**src/rtl/debounce_bank.sv**
```systemverilog
// Bank of independent push-button conditioners: 2-FF sync, press/release debounce,
// level output, press/release pulses and optional typematic auto-repeat per channel.

module debounce_chan #(
    parameter int CNT_W      = 15,
    parameter int REPEAT_EN  = 1,
    parameter int REP_W      = 24,
    parameter int REP_DELAY  = 12_500_000,
    parameter int REP_PERIOD = 2_500_000
) (
    input  logic clk,
    input  logic rst,
    input  logic pb_in,
    output logic pb_state,
    output logic pb_press,
    output logic pb_release,
    output logic pb_repeat
);
    typedef enum logic [1:0] {IDLE, PRESS_CNT, HELD, REL_CNT} state_t;

    localparam logic [REP_W-1:0] DLY_LIM = REP_W'(REP_DELAY);
    localparam logic [REP_W-1:0] PER_LIM = REP_W'(REP_PERIOD);

    logic             sync1, s;
    state_t           state;
    logic [CNT_W-1:0] cnt;
    logic [REP_W-1:0] rep_cnt;
    logic             rep_phase;
    logic [REP_W-1:0] rep_inc;
    logic [REP_W-1:0] rep_lim;

    assign rep_inc = rep_cnt + 1'b1;
    assign rep_lim = rep_phase ? PER_LIM : DLY_LIM;

    always_ff @(posedge clk or posedge rst) begin
        if (rst) begin
            sync1 <= 1'b0;
            s     <= 1'b0;
        end else begin
            sync1 <= pb_in;
            s     <= sync1;
        end
    end

    // Outputs are assigned alongside the state transition that produces them,
    // so they reflect the next state on the same edge.
    always_ff @(posedge clk or posedge rst) begin
        if (rst) begin
            state      <= IDLE;
            cnt        <= '0;
            rep_cnt    <= '0;
            rep_phase  <= 1'b0;
            pb_state   <= 1'b0;
            pb_press   <= 1'b0;
            pb_release <= 1'b0;
            pb_repeat  <= 1'b0;
        end else begin
            pb_press   <= 1'b0;
            pb_release <= 1'b0;
            pb_repeat  <= 1'b0;
            case (state)
                IDLE: begin
                    cnt       <= '0;
                    rep_cnt   <= '0;
                    rep_phase <= 1'b0;
                    if (s) state <= PRESS_CNT;
                end
                PRESS_CNT: begin
                    if (!s) begin
                        state <= IDLE;
                        cnt   <= '0;
                    end else if (&cnt) begin
                        state     <= HELD;
                        cnt       <= '0;
                        rep_cnt   <= '0;
                        rep_phase <= 1'b0;
                        pb_state  <= 1'b1;
                        pb_press  <= 1'b1;
                    end else begin
                        cnt <= cnt + 1'b1;
                    end
                end
                HELD: begin
                    cnt <= '0;
                    if (!s) state <= REL_CNT;
                    if (REPEAT_EN != 0) begin
                        if (rep_inc == rep_lim) begin
                            rep_cnt   <= '0;
                            rep_phase <= 1'b1;
                            pb_repeat <= 1'b1;
                        end else begin
                            rep_cnt <= rep_inc;
                        end
                    end
                end
                REL_CNT: begin
                    // repeat counter is frozen here so a glitch only delays repeats
                    if (s) begin
                        state <= HELD;
                        cnt   <= '0;
                    end else if (&cnt) begin
                        state      <= IDLE;
                        cnt        <= '0;
                        rep_cnt    <= '0;
                        rep_phase  <= 1'b0;
                        pb_state   <= 1'b0;
                        pb_release <= 1'b1;
                    end else begin
                        cnt <= cnt + 1'b1;
                    end
                end
                default: begin
                    state    <= IDLE;
                    cnt      <= '0;
                    pb_state <= 1'b0;
                end
            endcase
        end
    end
endmodule

module debounce_bank #(
    parameter int NCH        = 4,
    parameter int CNT_W      = 15,
    parameter int REPEAT_EN  = 1,
    parameter int REP_W      = 24,
    parameter int REP_DELAY  = 12_500_000,
    parameter int REP_PERIOD = 2_500_000
) (
    input  logic           clk,
    input  logic           rst,
    input  logic [NCH-1:0] pb_in,
    output logic [NCH-1:0] pb_state,
    output logic [NCH-1:0] pb_press,
    output logic [NCH-1:0] pb_release,
    output logic [NCH-1:0] pb_repeat
);
    for (genvar i = 0; i < NCH; i++) begin : g_ch
        debounce_chan #(
            .CNT_W     (CNT_W),
            .REPEAT_EN (REPEAT_EN),
            .REP_W     (REP_W),
            .REP_DELAY (REP_DELAY),
            .REP_PERIOD(REP_PERIOD)
        ) u_ch (
            .clk       (clk),
            .rst       (rst),
            .pb_in     (pb_in[i]),
            .pb_state  (pb_state[i]),
            .pb_press  (pb_press[i]),
            .pb_release(pb_release[i]),
            .pb_repeat (pb_repeat[i])
        );
    end
endmodule
```
**config.mk**
```make
export PLATFORM = sky130hd
export DESIGN_NAME = debounce_bank
export DESIGN_NICKNAME = d
export VERILOG_FILES = /design/src/rtl/debounce_bank.sv
export SDC_FILE = /design/constraint.sdc
export NUM_CORES = 1
export LEC_CHECK = 0
export CORE_MARGIN = 1
export CORE_UTILIZATION = 35
export CTS_CLUSTER_SIZE = 14
export DETAILED_ROUTE_END_ITERATION = 6
export PLACE_DENSITY = 0.62
export RECOVER_POWER = 100
export SLEW_MARGIN = 20
export SYNTH_ARGS = -nofsm -noshare
export SYNTH_HDL_FRONTEND = slang
export SYNTH_SLANG_ARGS = --single-unit
```
**constraint.sdc**
```tcl
create_clock -name clk -period 7 [get_ports clk]
set_input_delay 2.1 -clock clk [delete_from_list [all_inputs] [get_ports clk]]
set_output_delay 2.1 -clock clk [all_outputs]
set_load 0.01 [all_outputs]
```
After elaboration in Yosys (flattened, before gate mapping)
Cells that the tools add are included.
- output and inout bits: 16
- register bits after elaboration: 192
- reduce and logical (&&, ||, !) cells: 32
- mux-type cells: 136
- add/sub/neg operators: 8
- equal/unequal tests: 52
- operators with widths (operator ; number):
    $mux 24 ; 20
    $pmux 24 s4 ; 4
    $mux 15 ; 12
    $pmux 15 s3 ; 4
    $add 24x1->24 const B ; 4
    $eq 24x24->1 ; 4
    $add 15x1->15 const B ; 4
    $mux 1 ; 60
    $reduce_and 15->1 ; 4
    $mux 2 ; 24
    $ne 2x1->1 const B ; 20
    $pmux 2 s4 ; 4
    $reduce_and 5->1 ; 4
    $eq 2x2->1 const B ; 8
    $ne 2x2->1 const B ; 8
    $pmux 1 s4 ; 4
    $reduce_and 4->1 ; 4
    $ne 3x1->1 const B ; 4
    $ne 3x3->1 const B ; 4
    $reduce_and 3->1 ; 4
    $eq 2x1->1 const B ; 4
    $logic_not 2->1 ; 4
    $pmux 1 s2 ; 4
    $reduce_and 2->1 ; 4
    other kinds (2) ; 8

Logic depth before layout (Yosys ltp)
Gate-level depths: netlist of run 1.
- depth in word-level cells: 4
- mapped depth: 12

By module
Synthesis of run 1 repeated with hierarchy kept, for this count alone.
- cells, all modules: 1381
- area total of the unflattened synthesis: 12077.8 µm²
- by module, submodules not included (module ; cells an instance ; area each (µm²) ; times used):
    debounce_chan (g_ch[0].u_ch ...) ; 347 ; 3027.9 ; 3
    debounce_chan (g_ch[3].u_ch) ; 340 ; 2994.1 ; 1

Least setup slack after synthesis of run 1
No wires, ideal clock.
- kind: register to register
- from: register g_ch[0].u_ch.rep_cnt[0]
- to: register g_ch[0].u_ch.rep_cnt[11]
- library setup time: 126 ps
- path buffers: 2
- data required time: 6874 ps
- data arrival time: 2813 ps
- slack: 4061 ps
- period minus slack after synthesis: 2939 ps
- cell stages (with the launch flop): 12
- path through: dfrtp_1 -> ha_1 -> nand4_1 -> nor4_2 -> xnor2_1 -> nand4_1 -> a2111oi_0 -> o2111a_1 -> buf_2 -> buf_4 -> nor3_1 -> a221o_1
- cells in the longest elaborated chain, start to end: 4
- RTL lines (what ; line ; RTL):
    start: declaration ; 27 ; logic [REP_W-1:0] rep_cnt;
    start signal: assignment ; 92 ; rep_cnt <= rep_inc;
    $add 24x1->24 (*) ; 32 ; assign rep_inc = rep_cnt + 1'b1;
    $eq 24x24->1 ; 87 ; if (rep_inc == rep_lim) begin
    $mux 24 (*) ; 87 ;
    $pmux 24 s4 (*) ; 61 ; case (state)
Every way passes the cells marked *; elsewhere a longest branch is shown, timed or not.
A chain may end at the register's enable or synchronous reset.

Worst setup path after layout of run 1
- from: register g_ch[3].u_ch.rep_cnt[0]
- to: register g_ch[3].u_ch.rep_cnt[19]
- cells in the longest elaborated chain, start to end: 4
- RTL lines (what ; line):
    start: declaration ; 27
    start signal: assignment ; 92
    $add 24x1->24 (*) ; 32
    $eq 24x24->1 ; 87
    $mux 24 (*) ; 87
    $pmux 24 s4 (*) ; 61
Marks and branches as above.

==> impl_metrics.csv, run 1 <==
group,metric,value,unit
cts,clock_input_transition_at_the_sequential_cells_of_the_worst_setup_and_hold_paths,0.09,ns
logic_synthesis,synth.ff_latch_count,192,
logic_synthesis,ys_warn_count,0,
sta,post-route-min-period,4.837,ns
final_layout,ff_latch_area,4805,sq um
critical_path,family_with_the_most_delay_on_the_worst_path,"simple AND/OR/NAND/NOR gates",
sta,fin_tns_setup,0,ns
power,total_leakage_power,4.896,nW
critical_path,worstSetupEndpointType,"flip-flop",
worst_hold_path,worst_hold_path.endpoint,"g_ch[0].u_ch.s$_DFF_PP0_",
drt,wire_per_inst,15.12,um
global_route,globalRouteOverflowTotal,0,
drt,wl,24420,um
floorplanning,die_x,180.5,um
worst_hold_path,worst_hold_path_cells,0,
logic_synthesis,synth.top_cells.by_area,"sky130_fd_sc_hd__dfrtp_1 43%, sky130_fd_sc_hd__nor2_1 4.0%, sky130_fd_sc_hd__nand3_1 3.8%",
global_route,first_global_vias,8472,
placed_design,routabilityCongestion,0.9098,
drt,route.detailed.drc,0,
logic_synthesis,netlist.top_cell.by_area,"sky130_fd_sc_hd__dfrtp_1",
logic_synthesis,area_of_the_mapped_netlist,11150,sq um
critical_path,rrSetupSlack,2.16,ns
critical_path,regToRegStartpoint,"g_ch[3].u_ch.rep_cnt[0]$_DFFE_PP0P_",
sta,worst_pin_slew,2.515,ns
logic_synthesis,synth-seq-area-share,0.4308,
floorplanning,die_h,180.5,um
global_route,globalRouteTotalUtil,0.1545,
global_route,gr_layer_usage_met3,0.02890,
floorplanning,dieArea,32580,sq um
cts,cts_resized,0,
cts,cts-buffers-inserted,17,
sta,timing_max_transition_violations_final,122,
global_route,grt.met2_usage,0.2408,
cts,post_cts_buffers,0,
run_status,failed_checks,"capacitance limit, slew limit",
power,pwr_density_cell,180.6,nW/um^2
drt,drt-pass1-iter-count,5,
critical_path,critical_path_buf_inv_count,0,
cts,maximum_level_of_the_cts_h_tree,4,
final_layout,proportion_of_layout_cells_with_a_drive_suffix_above_1,0.04594,
global_route,grt_pass1_wl,42160,um
floorplanning,placeable_core_area,30990,sq um
critical_path,critPathLaunchType,"flip-flop",
sta,timing.final.setup_violations,0,
final_layout,final_util,0.3882,
logic_synthesis,commonest_register_cell_after_synthesis,"sky130_fd_sc_hd__dfrtp_1",
final_layout,nFillCells,3055,
global_route,grt_most_used_layer,"met2",
placed_design,buffer_ports.inserted,21,
cts,cts.sink_count,192,
sta,hold_viol,0,
worst_hold_path,worst_hold_path_type,"flip-flop to flip-flop",
drt,route.vias.total,9118,
cts,cts_hold_buffers,0,
global_route,grt_start_max_net_pins,64,
critical_path,series_of_cell_instances_along_the_critical_path,"ha_1, nand3_1, or3_1, nor3_1, xnor2_1, or4_2, a21oi_1, nor2_1, a221o_1",
critical_path,worst_r2r_endpoint,"g_ch[3].u_ch.rep_cnt[19]$_DFFE_PP0P_",
worst_hold_path,hold_path_startpoint,"g_ch[0].u_ch.sync1$_DFF_PP0_",
logic_synthesis,synthDistinctLibCells,81,
final_layout,area_taken_by_multi_input_logic_gates,5742,sq um
sta,timing.clock.skew,0.01753,ns
cts,cts-root-buf,"sky130_fd_sc_hd__clkbuf_16",
sta,max_freq,206.7,MHz
sta,fin_crit_sh,0.6911,
cts,clock_insertion_delay_worst_skew,0.44,ns
drt,detail_route.iter0.violations,718,
drt,detail-route-antenna-nets,0,
final_layout,final_net_count,1220,
drt,routed_via_density,5.646,
final_layout,num_antenna_cells,0,
critical_path,worstSetupPathType,"flip-flop to flip-flop",
run_status,status,"finished, violations left",
sta,setup_repair_after_global_routing_missed_its_margin,"false",
floorplanning,std_cell_rows,64,
sta,relative_max_transition_margin,-0.6767,
critical_path,critical_path_depth,9,
global_route,antenna_violations_before_repair,0,
final_layout,area.growth.synth_to_final,7.876,%
logic_synthesis,synth-edff-count,0,
logic_synthesis,synth.top_cells.by_count,"192 x sky130_fd_sc_hd__dfrtp_1, 118 x sky130_fd_sc_hd__nor2_1, 106 x sky130_fd_sc_hd__nand2_1",
logic_synthesis,synthCells,1249,
logic_synthesis,synth.most_common_cell,"sky130_fd_sc_hd__dfrtp_1",
job,maxCapViolations,4,
cts,cts_tree,"built",
critical_path,critical_path.slowest_cell,"sky130_fd_sc_hd__a21oi_1",
global_route,grt_use_met1,0.2195,
logic_synthesis,async_reset_ff_frac,1.000,
logic_synthesis,syn_avg_cell_area,8.929,sq um
placed_design,dp_hpwl,16370,um
power,vdd_ir_drop_max,0.1631,mV
logic_synthesis,yosysTopAreaCellShare,0.4308,
floorplanning,floorplan.io_pins,22,
floorplanning,initial_core_util,0.3599,
cts,number_of_buffers_between_clock_root_and_the_deepest_sink,2,
critical_path,worstRegToRegCells,9,
critical_path,required_time_of_the_critical_path,7.32,ns
critical_path,worstPathMaxFanout,19,
critical_path,cpPeakStageDelay,1.22,ns
logic_synthesis,synth_nets,1263,
critical_path,worst_ep_arrival_time,5.15,ns
-- where the power goes --
part / switching, mW / internal [mW] / total, mW
Sequential: 0.00575 / 1.11 / 1.12
Clock: 0.509 / 0.493 / 1.00
Combinational: 0.0417 / 0.00999 / 0.0517
-- how the worst max path moves through the flow --
stage | startpoint | to | slack [ns]
floorplan | rst | asynchronous set/reset pin | 2.42
global placement | g_ch[0].u_ch.rep_cnt[0]$_DFFE_PP0P_ | g_ch[0].u_ch.rep_cnt[5]$_DFFE_PP0P_ | 3.13
detailed placement | g_ch[0].u_ch.rep_cnt[0]$_DFFE_PP0P_ | g_ch[0].u_ch.rep_cnt[11]$_DFFE_PP0P_ | 3.09
CTS | g_ch[0].u_ch.rep_cnt[0]$_DFFE_PP0P_ | g_ch[0].u_ch.rep_cnt[5]$_DFFE_PP0P_ | 3.07
global route | rst | g_ch[1].u_ch.cnt[10]$_DFF_PP0_ | 1.57
finish | g_ch[3].u_ch.rep_cnt[0]$_DFFE_PP0P_ | g_ch[3].u_ch.rep_cnt[19]$_DFFE_PP0P_ | 2.16
-- per-stage QoR --
step	instances	setup slack [ns]	hold slack [ns]	total power [mW]	instance area (sq um)
final	1615	2.163	0.3418	2.173	12030
after detailed placement	1583	3.091	0.3378	1.198	11480
after CTS	1615	3.066	0.3492	2.216	12100
after global placement	1583	3.130	0.3334	1.197	11480
after floorplan	1249	2.424	0.3312	1.177	11160
after global routing	1615	1.569	0.3621	2.261	12030
-- cell type report --
class / count / share of cell area
inverter: 28 / 0.008840
clock buffer: 17 / 0.03536
sequential: 192 / 0.3994
tap: 396 / 0.04119
timing repair buffer: 30 / 0.02184
multi-input combinational: 937 / 0.4773
clock inverter: 15 / 0.01612
-- placed cells by master, fill, tap and decap left out, drive strengths merged, types with 13 or more instances in the layout --
| master | instances |
|---|---|
| o31ai | 26 |
| and3 | 43 |
| nand2b | 15 |
| nor4 | 29 |
| xnor2 | 35 |
| nor3 | 39 |
| and4 | 14 |
| a21oi | 33 |
| or3 | 25 |
| nand3 | 86 |
| o21ai | 70 |
| nand4 | 36 |
| dlygate4sd3 | 21 |
| nand2 | 107 |
| and2 | 14 |
| a31oi | 20 |
| nor2 | 119 |
| dfrtp | 192 |
| nor3b | 13 |
| a21o | 17 |
| clkbuf | 21 |
| inv | 35 |
| xor2 | 43 |
-- layer usage --
| metal | share of wire | vias to the layer above |
|---|---|---|
| met1 | 0.50 | 4445 |
| met4 | 0.011 | 0 |
| met3 | 0.036 | 15 |
| li1 | - | 4474 |
| met5 | 0 | - |
| met2 | 0.45 | 184 |
-- state kept, by name (all words and copies together) (netlist names), named ones only --
register              flops
g_ch.u_ch.s               4
g_ch.u_ch.rep_phase       4
g_ch.u_ch.pb_press        4
g_ch.u_ch.pb_repeat       4
g_ch.u_ch.pb_state        4
g_ch.u_ch.sync1           4
g_ch.u_ch.state           4
g_ch.u_ch.cnt            60
g_ch.u_ch.pb_release      4
g_ch.u_ch.rep_cnt        96
-- logic make-up after synthesis --
| group | Yosys count | synth area share |
|---|---|---|
| adder cells (fa/ha/maj) | 8 | 0.008976 |
| multiplexers | 9 | 0.008639 |
| buffers and inverters | 120 | 0.04937 |
| AND/OR/NAND/NOR | 582 | 0.2797 |
| AO/OA/AOI/OAI | 260 | 0.1612 |
| flip-flops | 192 | 0.4308 |
| XOR/XNOR | 78 | 0.06126 |
No activity file was read; power rests on OpenSTA's default activity.
==> run 2: changes to the inputs <==
- clock period: 7 -> 4.1 ns (I/O delays scaled with it)
==> run 2 against run 1 <==
Compared with the run above:
- the flow now finishes without violations
- register-to-register slack got worse by 1.8 ns
- die area is the same
- cell count increased by 0.68%
- highest routed layer unchanged
- hold slack gained 0.0015 ns
- setup slack worse by 1.8 ns
- largest power group unchanged
- power is 65% higher
- sequential power is 71% higher
- sequential share of layout area shrank 0.12 points
- core utilization rose by 0.12 points
- fmax up 31%
==> impl_metrics.csv, run 2 (synthesized netlist as in run 1, its figures left out) <==
group,metric,value,unit
run_status,status,"completed",
sta,max_freq,270.5,MHz
critical_path,series_of_cell_instances_along_the_critical_path,"nand4_1, or4_1, nor4_1, nor2_1, nor4_1, o2111a_1, nor2_1, a221o_1",
final_layout,final_net_count,1231,
global_route,globalRouteOverflowTotal,0,
global_route,first_global_vias,8542,
cts,cts_resized,0,
sta,timing_max_transition_violations_final,0,
cts,cts.sink_count,192,
final_layout,final_non_filler_cell_area,12070,sq um
sta,relative_max_transition_margin,0.08043,
sta,setup_repair_after_global_routing_missed_its_margin,"false",
sta,fin_tns_setup,0,ns
critical_path,worst_ep_arrival_time,4.01,ns
final_layout,mostFrequentLayoutCell,"sky130_fd_sc_hd__dfrtp_1",
power,total_leakage_power,4.920,nW
power,total_power,3.587,mW
floorplanning,std_cell_rows,64,
sta,fin_crit_sh,0.9015,
global_route,antenna_violations_before_repair,0,
global_route,grt_pass1_wl,41920,um
sta,worst_pin_slew,1.377,ns
drt,detail_route.iter0.violations,717,
sta,post-route-min-period,3.696,ns
sta,hold_viol,0,
placed_design,dp.cells,1594,
final_layout,layout_top_registers,"g_ch.u_ch.rep_cnt x96, g_ch.u_ch.cnt x60",
final_layout,largest_register_ffs,96,
worst_hold_path,worst_hold_path_type,"flip-flop to flip-flop",
drt,detail-route-antenna-nets,0,
sta,timing.clock.skew,0.01114,ns
critical_path,worstSetupPathType,"flip-flop to flip-flop",
final_layout,mostFrequentLayoutCells,"192 x sky130_fd_sc_hd__dfrtp_1, 119 x sky130_fd_sc_hd__nor2_1, 106 x sky130_fd_sc_hd__nand2_1",
drt,routed_via_density,5.613,
power,pwr_density_cell,297.2,nW/um^2
floorplanning,dieArea,32580,sq um
critical_path,worstPathMaxFanout,11,
cts,maximum_level_of_the_cts_h_tree,4,
critical_path,rrSetupSlack,0.40,ns
final_layout,area_taken_by_multi_input_logic_gates,5779,sq um
critical_path,cpPeakStageDelay,0.67,ns
cts,cts_tree,"built",
placed_design,dpl-instance-area,11600,sq um
critical_path,critical_path.slowest_cell,"sky130_fd_sc_hd__or4_1",
cts,number_of_buffers_between_clock_root_and_the_deepest_sink,2,
drt,drt-pass1-iter-count,5,
drt,wl,24080,um
floorplanning,die_x,180.5,um
sta,timing.final.setup_violations,0,
cts,cts-root-buf,"sky130_fd_sc_hd__clkbuf_16",
drt,route.detailed.drc,0,
final_layout,nFillCells,3047,
critical_path,required_time_of_the_critical_path,4.41,ns
cts,cts-buffers-inserted,17,
cts,post_cts_buffers,0,
placed_design,placement.setup.worst_slack,0.5960,ns
placed_design,dp_hpwl,16310,um
final_layout,final_util,0.3894,
final_layout,ff_latch_area,4805,sq um
placed_design,buffer_ports.inserted,21,
floorplanning,placeable_core_area,30990,sq um
cts,cts_hold_buffers,0,
drt,route.vias.total,9127,
final_layout,finish.cell_count_without_fillers,1626,
global_route,grt_start_max_net_pins,40,
sta,final_critical_path_setup_slack,0.4037,ns
drt,wire_per_inst,14.81,um
final_layout,num_antenna_cells,0,
sta,hold_slack,0.3432,ns
placed_design,routabilityCongestion,0.8740,
global_route,globalRouteTotalUtil,0.1535,
floorplanning,floorplan.io_pins,22,
critical_path,worstSetupEndpointType,"flip-flop",
floorplanning,die_h,180.5,um
final_layout,area.growth.synth_to_final,8.202,%
job,maxCapViolations,0,
power,vdd_ir_drop_max,0.2825,mV
final_layout,proportion_of_layout_cells_with_a_drive_suffix_above_1,0.05122,
cts,clock_insertion_delay_worst_skew,0.44,ns
final_layout,registers.top_by_ff_count,"g_ch.u_ch.rep_cnt",
floorplanning,initial_core_util,0.3599,
critical_path,critPathLaunchType,"flip-flop",
cts,clock_input_transition_at_the_sequential_cells_of_the_worst_setup_and_hold_paths,0.07,ns
## run 2: area by class of cell
class,instances,share of cell area
inverters,28,0.008814
clock inverters,12,0.009436
multi-input cells,937,0.4789
flip-flops and latches,192,0.3982
clock buffers,20,0.03619
repair buffers,41,0.02737
well taps,396,0.04106
## run 2: worst paths after layout
kind	endpoint	startpoint	cells after the start
max in group asynchronous	g_ch[2].u_ch.cnt[12]$_DFF_PP0_	rst	3
worst min register to register	g_ch[0].u_ch.s$_DFF_PP0_	g_ch[0].u_ch.sync1$_DFF_PP0_	0
worst min-delay path	g_ch[0].u_ch.s$_DFF_PP0_	g_ch[0].u_ch.sync1$_DFF_PP0_	0
worst max-delay path	g_ch[0].u_ch.rep_cnt[5]$_DFFE_PP0P_	g_ch[0].u_ch.rep_cnt[5]$_DFFE_PP0P_	8
worst max register to register	g_ch[0].u_ch.rep_cnt[5]$_DFFE_PP0P_	g_ch[0].u_ch.rep_cnt[5]$_DFFE_PP0P_	8
min in group asynchronous	g_ch[0].u_ch.pb_repeat$_DFF_PP0_	rst	2
## run 2: worst max-delay path, delay by kind of cell, from the launching register on
| kind | cells | cell delay [ns] |
|---|---|---|
| AND/OR/NAND/NOR | 6 | 2.14 |
| AO/OA/AOI/OAI | 2 | 0.92 |
| flip-flops | 1 | 0.52 |
## run 2: power breakdown
part	total [mW]	internal [mW]	leakage, nW	switching, mW
logic	0.0890	0.0176	2.00	0.0714
clock network	1.59	0.806	0.268	0.780
registers	1.91	1.90	2.65	0.00988
total	3.59	2.73	4.92	0.861
## run 2: layer usage
layer,track usage,part of all wire,vias up
met2,0.2409,0.46,200
li1,-,-,4481
met1,0.2118,0.49,4420
met3,0.02850,0.039,26
met5,0,0,-
met4,0.05265,0.013,0
==> run 3: changes to the inputs <==
- clock period: 4.1 -> 3.2 ns (I/O delays scaled with it)
==> run 3 against run 2 <==
Compared with the run above:
- clock power grew 29%
- setup slack got worse by 0.23 ns
- non-clock buffer count is 76 higher
- count of clock-buffer cells in the layout down 2
- sequential cell count unchanged
- largest cell class unchanged
==> impl_metrics.csv, run 3 (synthesized netlist as in run 1, its figures left out) <==
group,metric,value,unit
sta,setup_repair_after_global_routing_missed_its_margin,"false",
global_route,globalRouteOverflowTotal,0,
sta,timing.final.setup_violations,0,
drt,route.detailed.drc,0,
cts,number_of_buffers_between_clock_root_and_the_deepest_sink,2,
sta,timing.clock.skew,0.01366,ns
power,total_leakage_power,5.327,nW
sta,timing_max_transition_violations_final,0,
critical_path,critPathLaunchType,"flip-flop",
floorplanning,initial_core_util,0.3599,
sta,worst_pin_slew,1.149,ns
worst_hold_path,worst_hold_path_type,"flip-flop to flip-flop",
placed_design,dpl-instance-area,12160,sq um
placed_design,placement.setup.worst_slack,0.1091,ns
final_layout,final_non_filler_cell_area,12720,sq um
sta,fin_crit_sh,0.9444,
final_layout,final_net_count,1307,
final_layout,area.growth.synth_to_final,14.10,%
global_route,globalRouteTotalUtil,0.1590,
critical_path,worstSetupEndpointType,"flip-flop",
global_route,grt_start_max_net_pins,44,
floorplanning,die_x,180.5,um
final_layout,proportion_of_layout_cells_with_a_drive_suffix_above_1,0.1179,
critical_path,worstSetupEndpoint,"g_ch[1].u_ch.rep_cnt[6]$_DFFE_PP0P_",
final_layout,mostFrequentLayoutCells,"192 x sky130_fd_sc_hd__dfrtp_1, 118 x sky130_fd_sc_hd__nor2_1, 106 x sky130_fd_sc_hd__nand2_1",
drt,detail_route.iter0.violations,836,
critical_path,regToRegStartpoint,"g_ch[1].u_ch.rep_cnt[0]$_DFFE_PP0P_",
drt,wl,25550,um
critical_path,worst_r2r_endpoint,"g_ch[1].u_ch.rep_cnt[6]$_DFFE_PP0P_",
sta,post-route-min-period,3.022,ns
power,pwr_density_cell,362.5,nW/um^2
cts,cts-root-buf,"sky130_fd_sc_hd__clkbuf_16",
drt,route.vias.total,9382,
critical_path,worst_ep_arrival_time,3.34,ns
final_layout,area_taken_by_multi_input_logic_gates,5857,sq um
final_layout,nFillCells,2993,
final_layout,ff_latch_area,4805,sq um
global_route,first_global_vias,8672,
sta,fin_tns_setup,0,ns
sta,max_freq,330.9,MHz
drt,drt-pass1-iter-count,5,
critical_path,critical_path.slowest_cell,"sky130_fd_sc_hd__a2111oi_2",
critical_path,worstPathMaxFanout,10,
cts,cts_hold_buffers,0,
critical_path,setup.worst_path.start,"g_ch[1].u_ch.rep_cnt[0]$_DFFE_PP0P_",
critical_path,cpPeakStageDelay,0.49,ns
drt,detail-route-antenna-nets,0,
final_layout,mostFrequentLayoutCell,"sky130_fd_sc_hd__dfrtp_1",
cts,cts-buffers-inserted,17,
placed_design,buffer_ports.inserted,21,
sta,relative_max_transition_margin,0.2326,
run_status,status,"completed",
final_layout,registers.top_by_ff_count,"g_ch.u_ch.rep_cnt",
critical_path,critical_path.most_common_cell,"sky130_fd_sc_hd__buf_4",
power,vdd_ir_drop_max,0.3263,mV
global_route,antenna_violations_before_repair,0,
job,maxCapViolations,0,
cts,maximum_level_of_the_cts_h_tree,4,
cts,cts_tree,"built",
placed_design,routabilityCongestion,0.9207,
final_layout,num_antenna_cells,0,
sta,final_critical_path_setup_slack,0.1778,ns
global_route,grt_pass1_wl,43300,um
power,total_power,4.612,mW
cts,clock_insertion_delay_worst_skew,0.44,ns
cts,cts.sink_count,192,
placed_design,dp_hpwl,17560,um
floorplanning,placeable_core_area,30990,sq um
critical_path,worstSetupPathType,"flip-flop to flip-flop",
critical_path,worstRegToRegCells,12,
cts,clock_input_transition_at_the_sequential_cells_of_the_worst_setup_and_hold_paths,0.08,ns
critical_path,rrSetupSlack,0.18,ns
drt,routed_via_density,5.512,
critical_path,required_time_of_the_critical_path,3.52,ns
sta,hold_viol,0,
critical_path,series_of_cell_instances_along_the_critical_path,"ha_2, nand4_1, buf_4, nor4_4, buf_4, o2111ai_1, a2111oi_2, buf_4, a21o_1, buf_4, or3_1, o21ai_0",
floorplanning,die_h,180.5,um
floorplanning,dieArea,32580,sq um
final_layout,largest_register_ffs,96,
floorplanning,std_cell_rows,64,
floorplanning,floorplan.io_pins,22,
drt,wire_per_inst,15.01,um
final_layout,layout_top_registers,"g_ch.u_ch.rep_cnt x96, g_ch.u_ch.cnt x60",
[run 3: metrics by stage]
step	hold WS, ns	util	instances
after CTS	0.3531	0.4103	1698
final	0.3509	0.4106	1702
after floorplan	0.3312	-	1249
after detailed placement	0.3395	0.3923	1666
after global placement	0.3334	0.3923	1666
after global routing	0.3577	0.4106	1702
[run 3: worst min-delay path by stage]
stage | end | slack [ns] | startpoint | cells after the start
after global routing | g_ch[2].u_ch.s$_DFF_PP0_ | 0.36 | g_ch[2].u_ch.sync1$_DFF_PP0_ | 0
after CTS | g_ch[2].u_ch.s$_DFF_PP0_ | 0.35 | g_ch[2].u_ch.sync1$_DFF_PP0_ | 0
after detailed placement | g_ch[1].u_ch.s$_DFF_PP0_ | 0.34 | g_ch[1].u_ch.sync1$_DFF_PP0_ | 0
final | g_ch[1].u_ch.s$_DFF_PP0_ | 0.35 | g_ch[1].u_ch.sync1$_DFF_PP0_ | 0
after floorplan | g_ch[0].u_ch.s$_DFF_PP0_ | 0.33 | g_ch[0].u_ch.sync1$_DFF_PP0_ | 0
after global placement | g_ch[0].u_ch.s$_DFF_PP0_ | 0.33 | g_ch[0].u_ch.sync1$_DFF_PP0_ | 0
[run 3: critical path: cells and delay by family, from the launching register on]
kind	cells	cell delay, ns
simple gates	3	0.55
flops	1	0.47
fa+ha+maj	1	0.28
compound gates	4	0.83
buf+inv	4	0.76
[run 3: cell type report]
type / count / share of cell area
Multi-Input combinational cell: 937 / 0.4603
Sequential cell: 192 / 0.3776
Timing Repair Buffer: 117 / 0.07099
Tap cell: 396 / 0.03894
Clock buffer: 18 / 0.03373
Clock inverter: 14 / 0.01013
Inverter: 28 / 0.008358
[run 3: what timing repair did]
action,CTS,global route
endpoints found under the setup margin,0,61
setup buffers,0,4
resized for setup,0,13
[run 3: metal layers]
layer | track usage | up-vias | share of wire
li1 | - | 4640 | -
met1 | 0.2254 | 4542 | 0.49
met2 | 0.2495 | 186 | 0.46
met3 | 0.02385 | 14 | 0.037
met4 | 0.04855 | 0 | 0.011
met5 | 0 | - | 0
[run 3: where the power goes]
part	total (mW)	switching (mW)	internal, mW
logic	0.117	0.0929	0.0244
registers	2.45	0.0127	2.44
clock network	2.05	1.02	1.02
total	4.61	1.13	3.49
